File: config.mk
export PLATFORM = sky130hd
export DESIGN_NAME = aibcr3_dcc_cal_ctrl
export DESIGN_NICKNAME = d
export VERILOG_FILES = /design/src/rtl/aibcr3_dcc_cal_ctrl.sv
export SDC_FILE = /design/constraint.sdc
export NUM_CORES = 1
export LEC_CHECK = 0
export ABC_CLOCK_PERIOD_IN_PS = 4700
export CORE_MARGIN = 4
export CORE_UTILIZATION = 40
export CTS_CLUSTER_DIAMETER = 40
export DETAILED_ROUTE_END_ITERATION = 12
export PLACE_DENSITY = 0.72
export SLEW_MARGIN = 0
export SYNTH_ARGS = -nofsm -noshare
export SYNTH_HDL_FRONTEND = slang
export SYNTH_SLANG_ARGS = --single-unit
File: constraint.sdc
create_clock -name clk -period 4.7 [get_ports clk]
set_clock_uncertainty 0.05 [all_clocks]
set_input_delay 0.47 -clock clk [delete_from_list [all_inputs] [get_ports clk]]
set_output_delay 0.47 -clock clk [all_outputs]
set_load 0.03 [all_outputs]
File: src/rtl/aibcr3_dcc_cal_ctrl.sv
// rtl/aibcr3_dcc_cal_ctrl.sv - DCC calibration sequencer: request low-hold, timed attempts,
// bounded retries, lock/lost-lock/fail status with registered outputs.
module aibcr3_dcc_cal_ctrl #(
  parameter int LOW_CYC   = 8,
  parameter int TO_W      = 16,
  parameter int MAX_RETRY = 3,
  parameter int RW        = 2
) (
  input  logic            clk,
  input  logic            rst_n,
  input  logic            cal_start,
  input  logic            cal_stop,
  input  logic            cal_bypass,
  input  logic [TO_W-1:0] timeout_val,
  input  logic            dcc_done,
  output logic            dcc_req,
  output logic            cal_done,
  output logic            cal_err,
  output logic            cal_busy,
  output logic [RW-1:0]   retry_cnt,
  output logic            lock_lost
);

  typedef enum logic [2:0] {
    IDLE      = 3'd0,
    LOWHOLD   = 3'd1,
    WAIT_DONE = 3'd2,
    LOCKED    = 3'd3,
    FAIL      = 3'd4
  } state_t;

  localparam logic [TO_W-1:0] ONE        = TO_W'(1);
  localparam logic [TO_W-1:0] LOW_MAX    = TO_W'(LOW_CYC);
  localparam logic [TO_W-1:0] LOW_LAST   = TO_W'(LOW_CYC - 1);
  localparam logic [RW-1:0]   RETRY_LAST = RW'(MAX_RETRY);
  localparam logic [RW-1:0]   RETRY_ONE  = RW'(1);

  state_t          state, state_nx;
  logic [TO_W-1:0] cnt, cnt_nx;
  logic [RW-1:0]   retry_nx;
  logic            bypass, bypass_nx;
  logic            lock_lost_nx;
  logic            sync_q, done_s;
  logic            timeout_hit;

  always_ff @(posedge clk or negedge rst_n) begin
    if (!rst_n) begin
      sync_q <= 1'b0;
      done_s <= 1'b0;
    end else begin
      sync_q <= dcc_done;
      done_s <= sync_q;
    end
  end

  assign timeout_hit = (timeout_val != '0) && (cnt == timeout_val - ONE);

  always_comb begin
    state_nx     = state;
    cnt_nx       = cnt;
    retry_nx     = retry_cnt;
    lock_lost_nx = lock_lost;
    bypass_nx    = bypass;
    if (cal_stop) begin
      state_nx = IDLE;
      cnt_nx   = '0;
    end else begin
      case (state)
        IDLE, FAIL: begin
          if (cal_start) begin
            bypass_nx = cal_bypass;
            cnt_nx    = '0;
            if (cal_bypass) begin
              state_nx = LOCKED;
            end else begin
              state_nx     = LOWHOLD;
              retry_nx     = '0;
              lock_lost_nx = 1'b0;
            end
          end
        end
        LOWHOLD: begin
          // A stuck-high done_s parks us here with cnt saturated; no timeout applies.
          if ((cnt >= LOW_LAST) && !done_s) begin
            state_nx = WAIT_DONE;
            cnt_nx   = '0;
          end else if (cnt < LOW_MAX) begin
            cnt_nx = cnt + ONE;
          end
        end
        WAIT_DONE: begin
          if (done_s) begin
            state_nx = LOCKED;
            cnt_nx   = '0;
          end else if (timeout_hit) begin
            cnt_nx = '0;
            if (retry_cnt == RETRY_LAST) begin
              state_nx = FAIL;
            end else begin
              state_nx = LOWHOLD;
              retry_nx = retry_cnt + RETRY_ONE;
            end
          end else begin
            cnt_nx = cnt + ONE;
          end
        end
        LOCKED: begin
          // Losing lock grants a fresh attempt budget.
          if (!bypass && !done_s) begin
            state_nx     = LOWHOLD;
            cnt_nx       = '0;
            retry_nx     = '0;
            lock_lost_nx = 1'b1;
          end
        end
        default: begin
          state_nx = IDLE;
          cnt_nx   = '0;
        end
      endcase
    end
  end

  // Outputs are decoded from the next state and registered so they leave flops directly.
  always_ff @(posedge clk or negedge rst_n) begin
    if (!rst_n) begin
      state     <= IDLE;
      cnt       <= '0;
      retry_cnt <= '0;
      lock_lost <= 1'b0;
      bypass    <= 1'b0;
      dcc_req   <= 1'b0;
      cal_done  <= 1'b0;
      cal_err   <= 1'b0;
      cal_busy  <= 1'b0;
    end else begin
      state     <= state_nx;
      cnt       <= cnt_nx;
      retry_cnt <= retry_nx;
      lock_lost <= lock_lost_nx;
      bypass    <= bypass_nx;
      dcc_req   <= (state_nx == WAIT_DONE) || ((state_nx == LOCKED) && !bypass_nx);
      cal_done  <= (state_nx == LOCKED);
      cal_err   <= (state_nx == FAIL);
      cal_busy  <= (state_nx == LOWHOLD) || (state_nx == WAIT_DONE);
    end
  end

endmodule

Word level (Yosys, flattened, before mapping)
Index checks and enable logic that the tools add are counted.
{ "totals": {"reg_bits": 29, "in_bits": 22, "out_inout_bits": 7, "word_cells": 84} }
{ "classes": {"n_addsub": 3, "n_lt_le_gt_ge": 2, "eq_ne": 19, "mux": 31, "bitwise": 1, "reduce_logical": 17} }
{ "op_table": {"columns": ["op", "count"], "rows": [
  ["2-to-1 mux 16 bit", 7],
  ["one-hot mux 16 bit (4 select lines)", 1],
  ["2-to-1 mux 3 bit", 7],
  ["adder 16 x 1 -> 16 bit (second input constant)", 1],
  ["== test 16 bit", 1],
  [">= comparator 16 x 3 -> 1 bit (second input constant)", 1],
  ["< comparator 16 x 4 -> 1 bit (second input constant)", 1],
  ["nonzero test 16 bit", 1],
  ["subtractor 16 x 1 -> 16 bit (second input constant)", 1],
  ["2-to-1 mux 2 bit", 7],
  ["== test 3 x 2 -> 1 bit (second input constant)", 4],
  ["inequality test 2 bit (second input constant)", 6],
  ["one-hot mux 3 bit (4 select lines)", 1],
  ["AND reduction 8 bit", 1],
  ["== test 3 x 1 -> 1 bit (second input constant)", 2],
  ["== test 3 bit (second input constant)", 2],
  ["2-to-1 mux 1 bit", 6],
  ["inequality test 3 bit (second input constant)", 2],
  ["one-hot mux 2 bit (3 select lines)", 1],
  ["AND reduction 5 bit", 1],
  ["logical AND 1 bit", 4],
  ["inequality test 4 bit (second input constant)", 1],
  ["zero test 1 bit", 3],
  ["zero test 3 bit", 1],
  ["other kinds (9)", 10]
]} }

Longest topological paths before layout
Gate-level depths: netlist of the first run.
{ "depth": {"depth_word": 10, "mapped_depth": 12, "depth_no_buf": 10} }

Least setup slack after synthesis of the first run
OpenSTA, ideal clock, no wires.
{ "synth_timing": {"kind": "input to register", "start": "in timeout_val[0]", "end": "reg retry_cnt[0]", "setup_time_ns": 0.125, "t_arrival_ns": 2.475, "slack_ns": 2.051, "cell_stages": 11, "path_cell_list": "inv_1 -> ha_1 -> buf_4 -> nor4b_4 -> nand4_1 -> mux2_2 -> mux2i_4 -> nand4_4 -> o31ai_4 -> nand2_1 -> mux2_2"} }
{ "synth_via": {"elab_chain_cells": 5} }
{ "synth_lines": {"columns": ["element", "line", "rtl"], "rows": [
  ["from (decl)", "14", "input logic [TO_W-1:0] timeout_val,"],
  ["subtractor 16 x 1 -> 16 bit", "56", "assign timeout_hit = (timeout_val != '0) && (cnt == timeout_val - ONE);"],
  ["== test 16 bit", "56", null],
  ["logical AND 1 bit (*)", "56", null],
  ["inequality test 2 bit (no source line) (*)", null, null],
  ["AND reduction 8 bit (no source line) (*)", null, null],
  ["to (signal assigned)", "139", "retry_cnt <= retry_nx;"],
  ["to (decl)", "20", "output logic [RW-1:0] retry_cnt,"]
]} }
Mark *: on every way between the ends. The rest lies on a longest branch, timed or not.
A chain may end at the register's enable or synchronous reset.

Final worst setup path of the first run
{ "layout_timing": {"start": "in timeout_val[3]", "end": "reg cnt[8]"} }
{ "layout_via": {"elab_chain_cells": 7} }
{ "layout_lines": {"columns": ["element", "line", "rtl"], "rows": [
  ["subtractor 16 x 1 -> 16 bit", "56", null],
  ["== test 16 bit", "56", null],
  ["logical AND 1 bit (*)", "56", null],
  ["2-to-1 mux 16 bit (*)", "95", "end else if (timeout_hit) begin"],
  ["2-to-1 mux 16 bit (*)", "92", "if (done_s) begin"],
  ["one-hot mux 16 bit (4 select lines) (*)", "68", "case (state)"],
  ["2-to-1 mux 16 bit (*)", "64", "if (cal_stop) begin"],
  ["to (signal assigned)", "138", "cnt <= cnt_nx;"],
  ["to (decl)", "39", "logic [TO_W-1:0] cnt, cnt_nx;"]
]} }
Marks and branches as above.

==> metrics.md, run 1 <==
| Metric | Value |
|---|---|
| GRT overflow | `0` |
| Clk slew on worst S/H paths | `0.06 ns` |
| Post-CTS setup buffer count | `0` |
| RSZ-0062 raised after global routing | `false` |
| Die X-Extent | `between 80 and 90 um` |
| Largest net degree at the start of global routing | `30` |
| Maximum clock insertion buffer count | `2` |
| Yosys warns | `0` |
| Power per cell area | `257 nW/um2` |
| CTS tree | `done` |
| Top cells by area, synth | `dfrtp_1, xnor2_1, nor3_1, xor2_1, nor2_1` |
| Mapped Nets | `276` |
| Initial Utilization | `0.423` |
| Rows | `26` |
| Max reg flops | `16` |
| CP Max Fanout | `12` |
| Worst-Margin Slew | `0.746 ns` |
| IO Port Bufs | `28` |
| ANT cells | `0` |
| Biggest register | `cnt` |
| Yosys cell types | `58` |
| Remaining DRCs | `0` |
| Post-synth EDFFs | `0` |
| Core footprint | `5240 um2` |
| Total GRT Usage | `0.169` |
| Setup violators final | `0` |
| Crit path time final | `around 3.4 ns` |
| Setup TNS | `0 ns` |
| CP Data Arrival Time | `approximately 3.5 ns` |
| Worst setup SP type | `input port` |
| Placer Congestion | `between 0.8 and 0.9` |
| Share of layout cells above drive strength 1 | `0.0876` |
| H-tree depth | `2` |
| Sequential area share after synthesis | `0.328` |
| Final wirelength | `5130 um` |
| Detailed Routing Iterations Pass 1 | `4` |
| Ys flop type | `dfrtp_1` |
| TritonCTS buffer count | `5` |
| Post-route ant nets | `0` |
| Syn avg cell area | `8.82 um2` |
| DP Wirelength | `3950 um` |
| Status | `complete, no violations` |
| Clk Latency, worst-skew pair | `between 0.2 and 0.3 ns` |
| Synth area leader | `dfrtp_1` |
| Io pins | `29` |
| Max VDD drop | `around 150 uV` |
| Crit path capture type | `register` |
| CP required | `4.77 ns` |
| Area growth from synthesis to layout | `19.4%` |
| First-pass GRT wire length | `around 8700 um` |
| Leakage Power | `roughly 0.99 nW` |
| Fin. max-slew vios | `0` |
| Max-slew headroom | `0.501` |
| Maximum Capacitance Violations | `0` |
| Initial antenna violation count | `0` |
| Fill count | `between 400 and 500` |
| Final core occ | `0.505` |
| # nets final | `298` |
| Yosys top cell area share | `0.328` |
| Power Total | `0.680 mW` |
| Die Area | `slightly below 7000 um2` |
| Die Y | `82.4 um` |
| Final Hold Fails | `0` |
| Fmax | `between 200 and 300 MHz` |
| Synth cell count leaders | `dfrtp_1, nor3_1, xnor2_1` |
| Tcrit/Tclk final | `0.733` |
| Clk root buf | `clkbuf_8` |
| Hold buffers post-CTS | `0` |
| Post-synthesis cell area | `2210 um2` |
| Post-detailed-route via-to-cell ratio | `between 5 and 6` |
| Most common cell in the netlist | `dfrtp_1` |
| Hold Path Class | `reg -> reg` |
| DRT iter0 DRCs | `117` |
| Ys async rst share | `1.00` |
| Largest regs | `cnt (16), state (3), retry_cnt (2)` |
| Synth Instances | `251` |
| Via total after detailed routing | `1908` |
| CTS resizes | `0` |
| Yosys reg bits | `29` |
| # clock sinks | `29` |
| Average wire per standard cell | `14.9 um` |
| Worst setup path class | `in -> reg` |
| Vias in the first global route | `1855` |
power breakdown:
group	internal (mW)	total, mW	switching, mW
Clock	0.173	0.267	0.0940
Sequential	0.261	0.271	0.0103
Combinational	0.0612	0.142	0.0811
Total	0.495	0.680	0.185
worst paths after layout:
kind,startpoint,slack [ns],cells past startpoint,endpoint
min in group asynchronous,rst_n,0.52,2,cnt[14]$_DFFE_PN0P_
max in group asynchronous,rst_n,3.81,2,cnt[12]$_DFFE_PN0P_
worst min-delay path,sync_q$_DFF_PN0_,0.30,0,done_s$_DFF_PN0_
worst max-delay path,timeout_val[3],1.25,9,cnt[8]$_DFFE_PN0P_
worst min register to register,sync_q$_DFF_PN0_,0.30,0,done_s$_DFF_PN0_
worst max register to register,cnt[9]$_DFFE_PN0P_,2.06,7,cnt[8]$_DFFE_PN0P_
layout by cell type (no fill, tap or decap), types with 7 or more instances in the layout:
cell,netlist,routed
inv_1,11,11
xnor2_1,20,20
o21ai_0,9,9
xor2_1,13,13
nor3_1,24,24
dfrtp_1,29,29
a21oi_1,7,7
nand2_1,17,17
clkdlybuf4s50_1,0,28
nor2_1,18,18
nand3_1,11,11
nor4_1,7,7
metal layers:
layer  track usage  wire length (um)  vias to the layer above
met4        0.0698               127                        0
met5             0                 0                        -
li1              -                 -                      953
met2         0.267              2430                       32
met3        0.0315               151                       11
met1         0.225              2420                      912
metrics by stage:
step / instances / setup slack, ns / hold slack (ns) / area [um2]
2_1_floorplan: 251 / 2.05 / 0.124 / 2210
3_3_place_gp: 336 / 1.06 / 0.283 / 2530
3_5_place_dp: 336 / 1.02 / 0.286 / 2530
4_1_cts: 344 / 1.28 / 0.300 / 2640
5_1_grt: 344 / 1.02 / 0.304 / 2640
6_report: 344 / 1.25 / 0.297 / 2640
worst max-delay path, stage by stage:
cell and delay [ns]:
clkdlybuf4s50_1 0.57, nor3_1 0.54, nand2_1 0.13, xnor2_1 0.16
nor4_1 0.62, nand4_4 0.23, nor2_1 0.20, o311a_1 0.47
nor3_1 0.12
cell families after synthesis:
kind of cell / count (synthesis) / share of synthesized area
AND/OR/NAND/NOR: 109 / 0.283
AO/OA/AOI/OAI: 45 / 0.153
XOR/XNOR: 34 / 0.138
flip-flops: 29 / 0.328
buffers and inverters: 25 / 0.0464
multiplexers: 6 / 0.0350
adder cells (fa/ha/maj): 3 / 0.0170
layout make-up:
cell class,count,area (um2),area share
inverter,11,41.3,0.0156
tap,70,87.6,0.0331
clock inverter,1,30.0,0.0114
sequential,29,726,0.274
timing repair buffer,29,288,0.109
multi-input combinational,197,1390,0.524
clock buffer,7,86.3,0.0327
(Power assumes the default switching activity.)
==> inputs of run 2 (changes only) <==
--- a/config.mk
+++ b/config.mk
@@ -5,7 +5,7 @@
 export SDC_FILE = /design/constraint.sdc
 export NUM_CORES = 1
 export LEC_CHECK = 0
-export ABC_CLOCK_PERIOD_IN_PS = 4700
+export ABC_CLOCK_PERIOD_IN_PS = 3500
 export CORE_MARGIN = 4
 export CORE_UTILIZATION = 40
 export CTS_CLUSTER_DIAMETER = 40
==> constraint.sdc (replaced) <==
create_clock -name clk -period 3.5 [get_ports clk]
set_clock_uncertainty 0.05 [all_clocks]
set_input_delay 0.35 -clock clk [delete_from_list [all_inputs] [get_ports clk]]
set_output_delay 0.35 -clock clk [all_outputs]
set_load 0.03 [all_outputs]
==> run 2 against run 1 <==
  * Final cell count grew 1.5%
  * Die area did not move
  * Combinational power rose by 38%
  * Sequential cell count stayed put
  * Sequential power rose by 34%
  * Setup slack worse by 0.89 ns
==> metrics.md, run 2 (synthesis results as in run 1) <==
| Metric | Value |
|---|---|
| Status | `complete, no violations` |
| Largest regs | `cnt (16), state (3), retry_cnt (2)` |
| Share of layout cells above drive strength 1 | `0.104` |
| Max reg flops | `16` |
| Final Hold Fails | `0` |
| Placer Congestion | `0.851` |
| Maximum Capacitance Violations | `0` |
| Worst setup path class | `in -> reg` |
| Fin. max-slew vios | `0` |
| First-pass GRT wire length | `~9000 um` |
| Crit path time final | `3.14 ns` |
| Non-filler cells in the finished layout | `349` |
| Average wire per standard cell | `14.8 um` |
| Worst-Margin Slew | `0.524 ns` |
| Biggest register | `cnt` |
| Most frequent cells in the layout | `dfrtp_1, clkdlybuf4s50_1, nor3_1, xnor2_1, nor2_1` |
| Final wirelength | `around 5000 um` |
| Rows | `26` |
| Vias in the first global route | `1895` |
| Fmax | `318 MHz` |
| Remaining DRCs | `0` |
| H-tree depth | `2` |
| CTS resizes | `0` |
| ANT cells | `0` |
| Io pins | `29` |
| RSZ-0062 raised after global routing | `false` |
| # clock sinks | `29` |
| GRT overflow | `0` |
| CP Data Arrival Time | `3.23 ns` |
| Die X-Extent | `82.4 um` |
| Commonest non-fill, non-tap cell in the layout | `dfrtp_1` |
| Hold buffers post-CTS | `0` |
| Power per cell area | `310 nW/um2` |
| # nets final | `303` |
| Total GRT Usage | `0.174` |
| Power Total | `0.821 mW` |
| Hold Path Class | `reg -> reg` |
| Worst setup SP type | `input port` |
| Crit path capture type | `register` |
| Fill count | `479` |
| Initial Utilization | `0.423` |
| Largest net degree at the start of global routing | `30` |
| Max-slew headroom | `0.647` |
| Leakage Power | `slightly above 1 nW` |
| CP required | `around 3.6 ns` |
| Core footprint | `about 5200 um2` |
| Clk slew on worst S/H paths | `0.06 ns` |
| Initial antenna violation count | `0` |
| Setup violators final | `0` |
| Post-route ant nets | `0` |
| CP Max Fanout | `12` |
| Via total after detailed routing | `1931` |
| Clk Latency, worst-skew pair | `0.28 ns` |
| Tcrit/Tclk final | `0.897` |
| Die Y | `82.4 um` |
| TritonCTS buffer count | `5` |
| Final core occ | `0.505` |
| Total placed cells including tap cells | `341` |
| DRT iter0 DRCs | `81` |
| DP Wirelength | `4000 um` |
| Setup TNS | `0 ns` |
| Max VDD drop | `around 240 uV` |
| Detailed Routing Iterations Pass 1 | `4` |
| Post-detailed-route via-to-cell ratio | `5.53` |
| CTS tree | `done` |
| Post-CTS setup buffer count | `0` |
| Maximum clock insertion buffer count | `2` |
| Clk root buf | `clkbuf_8` |
| Die Area | `6790 um2` |
| IO Port Bufs | `28` |
| Area growth from synthesis to layout | `19.6%` |
[run 2: cell types whose count changed in the layout (fill, tap and decap cells not counted)]
cell       before  now
clkinv_2        0    2
bufinv_16       1    0
clkbuf_8        6    5
buf_4           1    6
[run 2: area by class of cell]
class | instances | area (um2) | share of cell area
Multi-Input combinational cell | 197 | 1390 | 0.523
Sequential cell | 29 | 726 | 0.274
Timing Repair Buffer | 34 | 325 | 0.123
Tap cell | 70 | 87.6 | 0.0331
Clock buffer | 6 | 72.6 | 0.0274
Inverter | 11 | 41.3 | 0.0156
Clock inverter | 2 | 10.0 | 0.00378
[run 2: worst max-delay path: stages]
cell and delay (ns):
clkdlybuf4s50_1 0.54, nor3_1 0.47, nand2_1 0.14, xnor2_1 0.15
nor4_1 0.44, buf_4 0.20, nand4_4 0.16, nor2_1 0.18
o311a_1 0.48, nor3_1 0.11
[run 2: worst paths after layout]
check	start	to	slack, ns	cells after the start
max in group asynchronous	rst_n	cnt[5]$_DFFE_PN0P_	2.72	2
hold reg to reg	sync_q$_DFF_PN0_	done_s$_DFF_PN0_	0.31	0
hold / removal	sync_q$_DFF_PN0_	done_s$_DFF_PN0_	0.31	0
min in group asynchronous	rst_n	cnt[7]$_DFFE_PN0P_	0.39	2
setup reg to reg	cnt[9]$_DFFE_PN0P_	cnt[7]$_DFFE_PN0P_	0.88	7
setup / recovery	timeout_val[3]	cnt[7]$_DFFE_PN0P_	0.36	10
[run 2: per-layer routing]
| layer | vias up | routed length [um] | track usage |
|---|---|---|---|
| met3 | 11 | 255 | 0.0260 |
| met5 | - | 0 | 0 |
| li1 | 957 | - | - |
| met4 | 0 | 124 | 0.0831 |
| met2 | 49 | 2440 | 0.272 |
| met1 | 914 | 2330 | 0.235 |
[run 2: where the power goes]
group	total [mW]	internal (mW)	switching, mW
sequential	0.364	0.350	0.0139
clock	0.261	0.137	0.124
combinational	0.196	0.0858	0.110
total	0.821	0.573	0.247
[run 2: stage by stage]
| stage | hold slack (ns) | worst slack, ns | instance area [um2] |
|---|---|---|---|
| 2_1_floorplan | 0.00441 | 0.971 | 2210 |
| 3_3_place_gp | 0.285 | 0.115 | 2560 |
| 3_5_place_dp | 0.294 | 0.0494 | 2560 |
| 4_1_cts | 0.318 | 0.350 | 2650 |
| 5_1_grt | 0.326 | 0.0717 | 2650 |
| 6_report | 0.313 | 0.360 | 2650 |
